**src/rtl/parking_pkg.sv**
```systemverilog
// rtl/parking_pkg.sv - shared constants and state encoding for the parking keypad.
package parking_pkg;

    localparam int DIGIT_MAX       = 9;
    localparam int TIMEOUT_DEFAULT = 1000;
    localparam int NUM_DIGITS      = 4;

    typedef enum logic [2:0] {
        IDLE    = 3'b000,
        COLLECT = 3'b001,
        FULL    = 3'b010,
        READY   = 3'b011
    } state_t;

endpackage

```
**src/rtl/entry_timer.sv**
```systemverilog
// rtl/entry_timer.sv - saturating inactivity counter for a password entry in progress.
module entry_timer
    import parking_pkg::*;
#(
    parameter int TIMEOUT_CYCLES = TIMEOUT_DEFAULT
) (
    input  logic clk,
    input  logic reset,
    input  logic run,
    input  logic restart,
    output logic expired
);

    localparam int W = (TIMEOUT_CYCLES > 2) ? $clog2(TIMEOUT_CYCLES) : 1;
    localparam logic [W-1:0] TERM = W'(TIMEOUT_CYCLES - 1);

    logic [W-1:0] count;

    // Counter only advances while an entry is open; it parks at the terminal value.
    always_ff @(posedge clk or negedge reset) begin
        if (!reset) begin
            count <= '0;
        end else if (restart || !run) begin
            count <= '0;
        end else if (count != TERM) begin
            count <= count + 1'b1;
        end
    end

    assign expired = run && (count == TERM);

endmodule

```
**src/rtl/password_entry.sv**
```systemverilog
// rtl/password_entry.sv - keypad collector that commits a 4-digit password for the gate controller.
module password_entry
    import parking_pkg::*;
#(
    parameter int TIMEOUT_CYCLES = TIMEOUT_DEFAULT,
    parameter int CODE_WIDTH     = 4
) (
    input  logic                  clk,
    input  logic                  reset,
    input  logic                  key_valid,
    input  logic [CODE_WIDTH-1:0] key_code,
    input  logic                  key_enter,
    input  logic                  key_clear,
    output logic [CODE_WIDTH-1:0] P4,
    output logic [CODE_WIDTH-1:0] P3,
    output logic [CODE_WIDTH-1:0] P2,
    output logic [CODE_WIDTH-1:0] P1,
    output logic                  pass_ready,
    output logic [2:0]            digit_count,
    output logic                  entry_error,
    output logic                  entry_timeout
);

    typedef logic [NUM_DIGITS-1:0][CODE_WIDTH-1:0] digits_t;

    state_t     state, state_nxt;
    digits_t    digits_q, digits_nxt;
    digits_t    commit_q, commit_nxt;
    logic       ready_q, ready_nxt;
    logic [2:0] count_q, count_nxt;
    logic       err_q, err_nxt;
    logic       to_q, to_nxt;
    logic       accepted, invalid, run, restart, expired;
    logic [1:0] slot;

    assign accepted = key_valid && (key_code <= CODE_WIDTH'(DIGIT_MAX));
    assign invalid  = key_valid && !accepted;
    assign run      = (state == COLLECT) || (state == FULL);
    // Slot 3 is the P4 position, so the first digit lands in the top nibble.
    assign slot     = 2'd3 - count_q[1:0];

    entry_timer #(
        .TIMEOUT_CYCLES(TIMEOUT_CYCLES)
    ) u_timer (
        .clk    (clk),
        .reset  (reset),
        .run    (run),
        .restart(restart),
        .expired(expired)
    );

    always_ff @(posedge clk or negedge reset) begin
        if (!reset) begin
            state    <= IDLE;
            digits_q <= '0;
            commit_q <= '0;
            ready_q  <= 1'b0;
            count_q  <= 3'd0;
            err_q    <= 1'b0;
            to_q     <= 1'b0;
        end else begin
            state    <= state_nxt;
            digits_q <= digits_nxt;
            commit_q <= commit_nxt;
            ready_q  <= ready_nxt;
            count_q  <= count_nxt;
            err_q    <= err_nxt;
            to_q     <= to_nxt;
        end
    end

    always_comb begin
        state_nxt  = state;
        digits_nxt = digits_q;
        commit_nxt = commit_q;
        ready_nxt  = ready_q;
        count_nxt  = count_q;
        err_nxt    = 1'b0;
        to_nxt     = 1'b0;
        restart    = 1'b0;

        if (key_clear) begin
            state_nxt  = IDLE;
            digits_nxt = '0;
            commit_nxt = '0;
            ready_nxt  = 1'b0;
            count_nxt  = 3'd0;
        end else if (key_enter) begin
            case (state)
                FULL: begin
                    commit_nxt = digits_q;
                    ready_nxt  = 1'b1;
                    state_nxt  = READY;
                end
                IDLE, COLLECT: begin
                    err_nxt    = 1'b1;
                    digits_nxt = '0;
                    count_nxt  = 3'd0;
                    state_nxt  = IDLE;
                end
                default: ;
            endcase
        end else if (accepted) begin
            restart = 1'b1;
            case (state)
                IDLE, READY: begin
                    digits_nxt    = '0;
                    digits_nxt[3] = key_code;
                    commit_nxt    = '0;
                    ready_nxt     = 1'b0;
                    count_nxt     = 3'd1;
                    state_nxt     = COLLECT;
                end
                COLLECT: begin
                    digits_nxt[slot] = key_code;
                    count_nxt        = count_q + 3'd1;
                    if (count_q == 3'd3) begin
                        state_nxt = FULL;
                    end
                end
                default: err_nxt = 1'b1;
            endcase
        end else begin
            err_nxt = invalid;
            // Accepted keys and enter already won above; only idleness reaches here.
            if (expired) begin
                to_nxt     = 1'b1;
                digits_nxt = '0;
                count_nxt  = 3'd0;
                state_nxt  = IDLE;
            end
        end
    end

    assign P4            = commit_q[3];
    assign P3            = commit_q[2];
    assign P2            = commit_q[1];
    assign P1            = commit_q[0];
    assign pass_ready    = ready_q;
    assign digit_count   = count_q;
    assign entry_error   = err_q;
    assign entry_timeout = to_q;

endmodule

```
**config.mk**
```make
export PLATFORM = sky130hd
export DESIGN_NAME = password_entry
export DESIGN_NICKNAME = d
export VERILOG_FILES = /design/src/rtl/parking_pkg.sv /design/src/rtl/entry_timer.sv /design/src/rtl/password_entry.sv
export SDC_FILE = /design/constraint.sdc
export NUM_CORES = 1
export LEC_CHECK = 0
export CORE_AREA = 5 5 75 77
export CTS_BUF_LIST = sky130_fd_sc_hd__clkbuf_16
export CTS_CLUSTER_DIAMETER = 200
export DETAILED_ROUTE_END_ITERATION = 10
export DIE_AREA = 0 0 80 82
export PLACE_DENSITY = 0.75
export SYNTH_ARGS = -nofsm -noshare
export SYNTH_HDL_FRONTEND = slang
export SYNTH_HIERARCHICAL = 1
export SYNTH_SLANG_ARGS = --single-unit
```
**constraint.sdc**
```tcl
create_clock -name clk -period 2.8 [get_ports clk]
set_clock_uncertainty 0.2 [all_clocks]
set_input_delay 0.28 -clock clk [delete_from_list [all_inputs] [get_ports clk]]
set_output_delay 0.28 -clock clk [all_outputs]
set_load 0.03 [all_outputs]
```
After elaboration in Yosys (flattened, before gate mapping)
Cells that the tools add are included.
W data, S select, Z words.
- $add $sub $neg: 3
- $mul: 0
- div/mod/pow operators: 0
- order comparisons: 3
- eq/ne operators: 11
- shift operators: 0
- multiplexer cells: 45
- bitwise logic cells: 0
- reduce and logical (&&, ||, !) cells: 19
- operators by type and width (cell ; number):
    $mux W16 ; 10
    $pmux W16 S2 ; 1
    $mux W3 ; 9
    $mux W10 ; 2
    $pmux W3 S2 ; 3
    $mux W1 ; 17
    $bwmux W16 ; 1
    $add A10 B1 Y10 const B ; 1
    $eq A10 B10 Y1 const B ; 1
    $ne A10 B10 Y1 const B ; 1
    $eq A3 B2 Y1 const B ; 3
    $demux W4 S2 ; 1
    $ne A3 B1 Y1 const B ; 2
    $reduce_and A3 Y1 ; 2
    $reduce_bool A3 Y1 ; 2
    $ne A5 B3 Y1 const B ; 1
    $ne A5 B4 Y1 const B ; 1
    $le A4 B4 Y1 const B ; 1
    $logic_and A1 B1 Y1 ; 4
    $mux W4 ; 1
    $ne A4 B1 Y1 const B ; 1
    $reduce_and A4 Y1 ; 1
    $reduce_bool A4 Y1 ; 1
    $reduce_or A2 Y1 ; 2
    10 further kinds ; 12
- register bits after elaboration: 51
- bits in latches: 0
- memory bits (writable): 0
- memory bits (read-only): 0
- input bits: 9
- memories: 0

Logic depth before layout (Yosys ltp)
Gate-level depths: netlist of the first run.
- depth after elaboration: 10
- depth in mapped cells: 8
- depth with buffers taken out: 6

Cells and area by module
The synthesis of the first run kept the hierarchy.
- by module, submodules not included (module ; times used ; cells each ; area each (um^2) ; sequential area each (um^2)):
    password_entry ; 1 ; 180 ; 1980.6 ; 1001.0
    entry_timer ; 1 ; 57 ; 570.5 ; 250.2

Worst setup path before layout of the first run
Ideal clock, no wire load.
- path type: register to register
- from: register state[0]
- to: register digits_q[12] (netlist bit)
- library setup time: 126 ps
- data arrival time: 1818 ps
- required time: 2474 ps
- setup slack: 656 ps
- cell stages (with the launch flop): 8
- buffers on the path: 1
- clock period less this slack: 2144 ps
- cell sequence: dfrtp_1 > inv_1 > ha_1 > nor2b_1 > a31o_1 > o211a_1 > buf_6 > a221o_1
- RTL lines (element ; RTL line ; text):
    start, declared ; password_entry.sv:26 ; state_t state, state_nxt;
    start signal, assigned ; password_entry.sv:62 ; state <= state_nxt;
    $eq A3 B1 Y1 or $eq A3 B2 Y1 (tied branches) ; password_entry.sv:38 ; assign run = (state == COLLECT) || (state == FULL);
    $logic_or A1 B1 Y1 * ; password_entry.sv:38 ;
    net run ; password_entry.sv:33 ; logic accepted, invalid, run, restart, expired;
    $logic_and A1 B1 Y1 * ; entry_timer.sv:30 ; assign expired = run && (count == TERM);
    $reduce_bool A4 Y1 (no line) * ; -- ;
    $reduce_and A3 Y1 (no line) * ; -- ;
    end signal, assigned ; password_entry.sv:63 ; digits_q <= digits_nxt;
    end, declared ; password_entry.sv:27 ; digits_t digits_q, digits_nxt;
Mark *: on every way through the listed nets, which the timed path passes. The rest lies on a longest branch.
A chain may end at the register's enable or synchronous reset.

Worst setup path in the final report of the first run
- from: register state[0]
- to: register digits_q[13] (netlist bit)
The elaborated chain is that of the path after synthesis.

==> key figures, run 1 <==
CTS
  – Clk root buf: clkbuf_16
  – Clock transition at the registers of the reported paths: 0.06 ns
  – Clock Tree Buf Depth: 2
  – Post-CTS Setup Repair Bufs: 0
  – TritonCTS Sinks: 50
  – Num CTS Buffers: 5
  – Clock latency on the worst-skew pair: 0.28 ns
  – CTS tree: done
  – Number of H-tree levels: 2

Yosys
  – Post-synth top area cell: dfrtp_1
  – Seq/Total Area, Yosys: 0.4904
  – FF+latch count, synth: 50
  – Syn Nets: 256
  – EDFF count, synth: 0
  – Post-synthesis async set-or-reset flop share: 1.000
  – Synth Flop Type: dfrtp_1
  – YS warnings: 6
  – Synth top area share: 0.4904
  – Post-synthesis cell area: 0.002551 mm²
  – Mean Syn Cell Area: 10.76 µm²
  – Ranking of synthesized cells by area: dfrtp_1 49%, a22o_1 5.8%, ha_1 4.9%, a21oi_1 3.9%, a21o_1 3.8%
  – Cells after Synth: 237
  – Netlist cell types: 51

Timing
  – Final Hold Viols: 0
  – Pins over their slew limit: 0
  – Slew @ Worst Pin: 0.7471 ns
  – Setup TNS: 0 ns
  – Worst slew margin: 0.5019
  – Tcrit/Tclk final: 0.8869
  – RSZ-0062 raised after global routing: no
  – Achievable Freq: 402.7 MHz
  – Post-layout min period: 2.483 ns
  – Setup violators final: 0

Finish
  – Core Util, Final: 0.6199
  – Reg area: 0.001251 mm²
  – Ant diodes: 0
  – Share of layout cells above drive strength 1: 0.07353
  – Nets: 290
  – Multi-input logic area: 0.001201 mm²
  – Non-Filler Instances: 342
  – Most used cells in the layout excluding fill and tap cells: 50 x dfrtp_1, 29 x clkdlybuf4s50_1, 20 x nand2_1, 20 x a21oi_1, 17 x a22o_1
  – Area grow syn2layout: 20.16%
  – Commonest non-fill, non-tap cell in the layout: dfrtp_1
  – Fill cells: 419

Detailed routing
  – TritonRoute pass-1 iters: 4
  – Iter 0 DRT Violations: 78
  – Vias: 1961
  – Routed len/inst: 15.87 µm
  – Drt total wl: 5.427 mm
  – Via density: 5.734
  – ANT nets after route: 0
  – DRC errors left: 0

Global routing
  – Initial antenna violation count: 0
  – GRT overflow: 0
  – Vias in the first global route: 1886
  – Global Route Usage Sum: 0.1787
  – First-pass GRT wire length: 9.087 mm
  – Largest net degree at the start of global routing: 36

Place
  – Cells after DPL: 333
  – Final HPWL DP: 3.924 mm
  – Final Wtd Congestion: 0.8734
  – Buffers on Ports: 30

Floorplanning
  – Die Y: 82 µm
  – Die area: 0.006560 mm²
  – Ports: 31
  – Core area: 0.004945 mm²
  – Die Wd: 80 µm
  – Site row count: 26
  – Initial Util: 0.5159

Power and ir drop
  – Worst vdd ir: 304.7 µV
  – Pwr Density: 495.5 mW/mm²
  – Pleak: 1.420 nW

Worst setup path
  – CP Data Required Time: 2.77 ns
  – Crit path max fanout: 19
  – Critical Path Source: state[0]$_DFFE_PN0P_
  – Critical path arrival: 2.45 ns
  – Reg-to-Reg Start: state[0]$_DFFE_PN0P_
  – Max stage delay on crit path: 0.45 ns
  – Critical Path Sink Type: flop
  – WP depth: 6
  – CP Buf/Inv Count: 1
  – CP Cell Sequence: inv_1, ha_1, nor2b_1, a31o_1, o211a_1, a221o_1
  – R2R depth: 6
  – CP max-delay cell: o211a_1
  – Worst Setup Start Kind: flop
  – Top delay family on crit path: compound AO/OA/AOI/OAI gates
  – CP Class: reg -> reg

Run
  – Max-cap violations: 0

Min path
  – Hold Crit Class: in -> async

Status
  – Status: finished, final reports clean
-- through the flow --
| step | total power, mW | hold WS (ns) | cell area [µm²] | setup WS (ns) |
|---|---|---|---|---|
| after floorplan | 0.8863 | -0.2156 | 2551 | 0.6556 |
| after global placement | 0.9491 | 0.01142 | 2914 | 0.3288 |
| after detailed placement | 0.9526 | 0.01757 | 2914 | 0.2908 |
| after CTS | 1.534 | 0.2490 | 3065 | 0.2984 |
| after global routing | 1.582 | 0.2854 | 3065 | 0.1913 |
| final | 1.519 | 0.2569 | 3065 | 0.3167 |
-- state kept, by name, summed over array words and instances, names as in the netlist --
signal,count
entry_error,1
P1,4
digits_q,16
u_timer/count,10
entry_timeout,1
digit_count,3
P2,4
pass_ready,1
P4,4
state,2
P3,4
-- cells in the mapped netlist (5+ instances only) --
cell type / number
o21ai_0: 5
ha_1: 10
nand2_1: 20
inv_1: 9
a21o_1: 13
a22o_1: 17
dfrtp_1: 50
nor2_1: 5
nand2b_1: 15
a21oi_1: 20
and3_1: 8
-- metal layers --
| layer | vias up | part of all wire | global-route usage |
|---|---|---|---|
| met3 | 7 | 0.038 | 0.03289 |
| met2 | 39 | 0.48 | 0.3013 |
| met5 | - | 0 | 0 |
| met1 | 964 | 0.47 | 0.2370 |
| li1 | 951 | - | - |
| met4 | 0 | 0.011 | 0.04899 |
-- power breakdown --
group          switching (mW)  internal, mW  leakage [nW]
Sequential             0.0173         0.738         0.694
Combinational           0.118        0.0663         0.658
Clock                   0.252         0.327        0.0689
Total                   0.388          1.13          1.42
-- path summary, 6_finish.rpt --
| path | slack [ns] | end |
|---|---|---|
| min reg2reg | 0.30 | P3[2]$_DFFE_PN0P_ |
| max reg2reg | 0.32 | digits_q[13]$_DFFE_PN0P_ |
| max | 0.32 | digits_q[13]$_DFFE_PN0P_ |
| min | 0.26 | P4[1]$_DFFE_PN0P_ |
| min in group clk | 0.30 | P3[2]$_DFFE_PN0P_ |
| max in group asynchronous | 1.37 | digit_count[2]$_DFFE_PN0P_ |
-- timing repair --
action	CTS	global route
gates resized for setup	0	0
hold buffers	1	0
endpoints found under the hold margin	15	0
-- cell families (layout without fill, tap and decap cells) --
logic type,Yosys count,in the layout,share of synthesized area
flip-flops,50,50,0.4904
buffers and inverters,19,54,0.03874
XOR/XNOR,1,1,0.003434
adder cells (fa/ha/maj),10,10,0.04904
AND/OR/NAND/NOR,74,74,0.1736
AO/OA/AOI/OAI,83,83,0.2447
-- layout make-up --
cell class              instances  share of cell area
well taps                      70             0.02857
multi-input cells             168              0.3918
clock buffers                   5             0.04082
clock inverters                 3            0.005306
inverters                       9             0.01102
repair buffers                 37              0.1143
flip-flops and latches         50              0.4082
Note: power is estimated with default switching activity, not from simulation.
==> run 2, diff against run 1 <==
CAP_MARGIN = 20   (was unset)
==> results of run 2 <==
Same layout as run 1: the final DEF is identical, and so are final timing and power.
==> run 3, diff against run 2 <==
CORE_AREA = 5 5 73 75   (was 5 5 75 77)
DIE_AREA = 0 0 78 80   (was 0 0 80 82)
PLACE_DENSITY = 0.76   (was 0.75)
SYNTH_HIERARCHICAL = unset   (was 1)
clock period = 2.7 ns   (was 2.8 ns; I/O delays follow)
==> run 3 against run 2 <==
  * Non-clock buffer count down 3
  * Sequential power up 6.1%
  * Die area down 4.9%
  * Utilization up 1.3 points
  * Via count down 9.8%
  * Global-route usage down 1.2 points
  * Area after synthesis down 5.6%
  * Critical endpoint is now digits_q[9]$_DFFE_PN0P_
  * Largest cell class unchanged
  * Largest power group unchanged
==> key figures, run 3 <==
Timing
  – RSZ-0062 raised after global routing: no (unchanged)
  – Setup TNS: 0 ns (unchanged)
  – Final Hold Viols: 0 (unchanged)
  – Worst slew margin: 0.6835 (was 0.5019)
  – Tcrit/Tclk final: 0.8236 (was 0.8869)
  – Pins over their slew limit: 0 (unchanged)
  – Slack of the critical path: 0.4764 ns (was 0.3167 ns)
  – Post-layout min period: 2.224 ns (was 2.483 ns)
  – Achievable Freq: 449.7 MHz (was 402.7 MHz)
  – Setup violators final: 0 (unchanged)
  – Slew @ Worst Pin: 0.4747 ns (was 0.7471 ns)

Yosys
  – FF+latch count, synth: 50 (unchanged)
  – Seq/Total Area, Yosys: 0.5198 (was 0.4904)
  – Commonest cells in the netlist: 50 x dfrtp_1, 44 x nand2_1, 20 x o21ai_0 (was 50 x dfrtp_1, 20 x a21oi_1, 20 x nand2_1)
  – Cells after Synth: 233 (was 237)
  – YS warnings: 0 (was 6)
  – Post-synthesis cell area: 0.002407 mm² (was 0.002551 mm²)
  – Syn Nets: 253 (was 256)
  – Post-synth top area cell: dfrtp_1 (unchanged)
  – Netlist cell types: 43 (was 51)
  – Mean Syn Cell Area: 10.33 µm² (was 10.76 µm²)
  – Top-count cell post-synth: dfrtp_1 (unchanged)
  – Synth top area share: 0.5198 (was 0.4904)
  – Post-synthesis async set-or-reset flop share: 1.000 (unchanged)
  – EDFF count, synth: 0 (unchanged)
  – Ranking of synthesized cells by area: dfrtp_1 52%, nand2_1 6.9%, ha_1 5.7%, a32o_1 5.0%, o21ai_0 4.2% (was dfrtp_1 49%, a22o_1 5.8%, ha_1 4.9%, a21oi_1 3.9%, a21o_1 3.8%)
  – Synth Flop Type: dfrtp_1 (unchanged)

Detailed routing
  – DRC errors left: 0 (unchanged)
  – Vias: 1769 (was 1961)
  – ANT nets after route: 0 (unchanged)
  – Drt total wl: 4.715 mm (was 5.427 mm)
  – Routed len/inst: 14.73 µm (was 15.87 µm)
  – TritonRoute pass-1 iters: 4 (unchanged)
  – Iter 0 DRT Violations: 61 (was 78)
  – Via density: 5.528 (was 5.734)

Finish
  – Core Util, Final: 0.6329 (was 0.6199)
  – Area grow syn2layout: 20.89% (was 20.16%)
  – Nets: 285 (was 290)
  – Share of layout cells above drive strength 1: 0.09774 (was 0.07353)
  – Fill cells: 391 (was 419)
  – Top reg by flops: digits_q (unchanged)
  – Max reg flops: 16 (unchanged)
  – Regs by FF count: digits_q (16), u_timer.count (10) (was digits_q (16), u_timer/count (10))
  – Most used cells in the layout excluding fill and tap cells: 50 x dfrtp_1, 44 x nand2_1, 29 x clkdlybuf4s50_1, 20 x o21ai_0, 17 x nor2_1 (was 50 x dfrtp_1, 29 x clkdlybuf4s50_1, 20 x nand2_1, 20 x a21oi_1, 17 x a22o_1)
  – Ant diodes: 0 (unchanged)
  – Commonest non-fill, non-tap cell in the layout: dfrtp_1 (unchanged)

CTS
  – TritonCTS Sinks: 50 (unchanged)
  – Num CTS Buffers: 5 (unchanged)
  – CTS resizes: 0 (unchanged)
  – Number of H-tree levels: 2 (unchanged)
  – Clock transition at the registers of the reported paths: 0.06 ns (about the same)
  – CTS tree: done (unchanged)
  – Clk root buf: clkbuf_16 (unchanged)
  – Clock latency on the worst-skew pair: 0.29 ns (was 0.28 ns)
  – Clock Tree Buf Depth: 2 (unchanged)
  – Post-CTS Setup Repair Bufs: 0 (unchanged)
  – Hold buffers post-CTS: 1 (unchanged)

Floorplanning
  – Core area: 0.004598 mm² (was 0.004945 mm²)
  – Die Y: 80 µm (was 82 µm)
  – Ports: 31 (unchanged)
  – Site row count: 25 (was 26)
  – Die Wd: 78 µm (was 80 µm)
  – Initial Util: 0.5235 (was 0.5159)
  – Die area: 0.006240 mm² (was 0.006560 mm²)

Worst setup path
  – Worst Setup Start Kind: flop (unchanged)
  – CP Data Required Time: 2.67 ns (was 2.77 ns)
  – Reg2reg end: digits_q[9]$_DFFE_PN0P_ (was digits_q[13]$_DFFE_PN0P_)
  – Reg-to-Reg Start: state[0]$_DFFE_PN0P_ (unchanged)
  – Crit path max fanout: 7 (was 19)
  – Flop2flop setup slack: 0.48 ns (was 0.32 ns)
  – CP Class: reg -> reg (unchanged)
  – Critical path arrival: 2.20 ns (was 2.45 ns)
  – Critical Path Sink Type: flop (unchanged)
  – R2R depth: 7 (was 6)

Global routing
  – GRT overflow: 0 (unchanged)
  – Initial antenna violation count: 0 (unchanged)
  – Global Route Usage Sum: 0.1663 (was 0.1787)
  – Vias in the first global route: 1731 (was 1886)
  – First-pass GRT wire length: 8.280 mm (was 9.087 mm)
  – Largest net degree at the start of global routing: 37 (was 36)

Power and ir drop
  – Pwr Density: 578.7 mW/mm² (was 495.5 mW/mm²)
  – Pleak: 1.277 nW (was 1.420 nW)
  – Worst vdd ir: 325.5 µV (was 304.7 µV)

Run
  – Max-cap violations: 0 (unchanged)

Place
  – Buffers on Ports: 30 (unchanged)
  – Final Wtd Congestion: 0.8039 (was 0.8734)
  – Final HPWL DP: 3.435 mm (was 3.924 mm)
  – DP Worst Slack: 0.4281 ns (was 0.2908 ns)

Min path
  – Hold Crit Class: in -> async (unchanged)

Status
  – Status: finished, final reports clean (unchanged)
## run 3: metal layers
layer  global-route usage  vias up  routed length (µm)
li1                     -      889                   -
met1               0.2211      847                2208
met2               0.2679       27                2274
met3              0.03837        6                 171
met4              0.05574        0                  61
met5                    0        -                   0
## run 3: through the flow
stage / std cells / total power [mW] / hold slack [ns] / cell area, µm²
global placement: 311 / 1.085 / -0.01886 / 2754
floorplan: 233 / 0.9981 / -0.2256 / 2407
detailed placement: 311 / 1.091 / -0.01436 / 2754
CTS: 320 / 1.705 / 0.2156 / 2910
finish: 320 / 1.684 / 0.2079 / 2910
global route: 320 / 1.776 / 0.2392 / 2910
## run 3: area by class of cell
cell class / count / area (µm²) / share of cell area
Inverter: 7 / 26.28 / 0.009028
Clock buffer: 5 / 125.1 / 0.04299
Clock inverter: 3 / 21.27 / 0.007309
Timing Repair Buffer: 34 / 327.8 / 0.1126
Multi-Input combinational cell: 167 / 1091 / 0.3749
Sequential cell: 50 / 1251 / 0.4299
Tap cell: 54 / 67.56 / 0.02322
## run 3: logic make-up (layout without fill, tap and decap cells)
logic type / Yosys count / after routing / synth area share
buffers and inverters: 16 / 49 / 0.02703
xor gates and xnor gates: 7 / 7 / 0.02547
and+or+nand+nor: 92 / 92 / 0.1975
DFF: 50 / 50 / 0.5198
muxes: 2 / 2 / 0.008836
adders and majority gates: 11 / 11 / 0.05717
AOI/OAI and AO/OA: 55 / 55 / 0.1642
## run 3: worst max path at each step
stage	end	slack [ns]	cells past startpoint	start
finish	digits_q[9]$_DFFE_PN0P_	0.48	7	state[0]$_DFFE_PN0P_
global route	P1[3]$_DFFE_PN0P_	0.30	7	state[0]$_DFFE_PN0P_
CTS	digits_q[9]$_DFFE_PN0P_	0.46	7	state[0]$_DFFE_PN0P_
detailed placement	digit_count[0]$_DFFE_PN0P_	0.43	6	key_code[2]
global placement	state[0]$_DFFE_PN0P_	0.48	6	key_code[1]
floorplan	digits_q[10]$_DFFE_PN0P_	0.64	8	state[0]$_DFFE_PN0P_
## run 3: critical path, cell delays in order, from the launching register on
cell and delay [ns]:
dfrtp_1 0.41, inv_1 0.10, ha_1 0.42, inv_1 0.11, nor4_4 0.30, or2_4 0.20, nand3_2 0.12, a32o_1 0.24
## run 3: power by group
| group | total [mW] | internal, mW | switching (mW) |
|---|---|---|---|
| Combinational | 0.275 | 0.0985 | 0.176 |
| Clock | 0.608 | 0.343 | 0.265 |
| Sequential | 0.802 | 0.777 | 0.0249 |
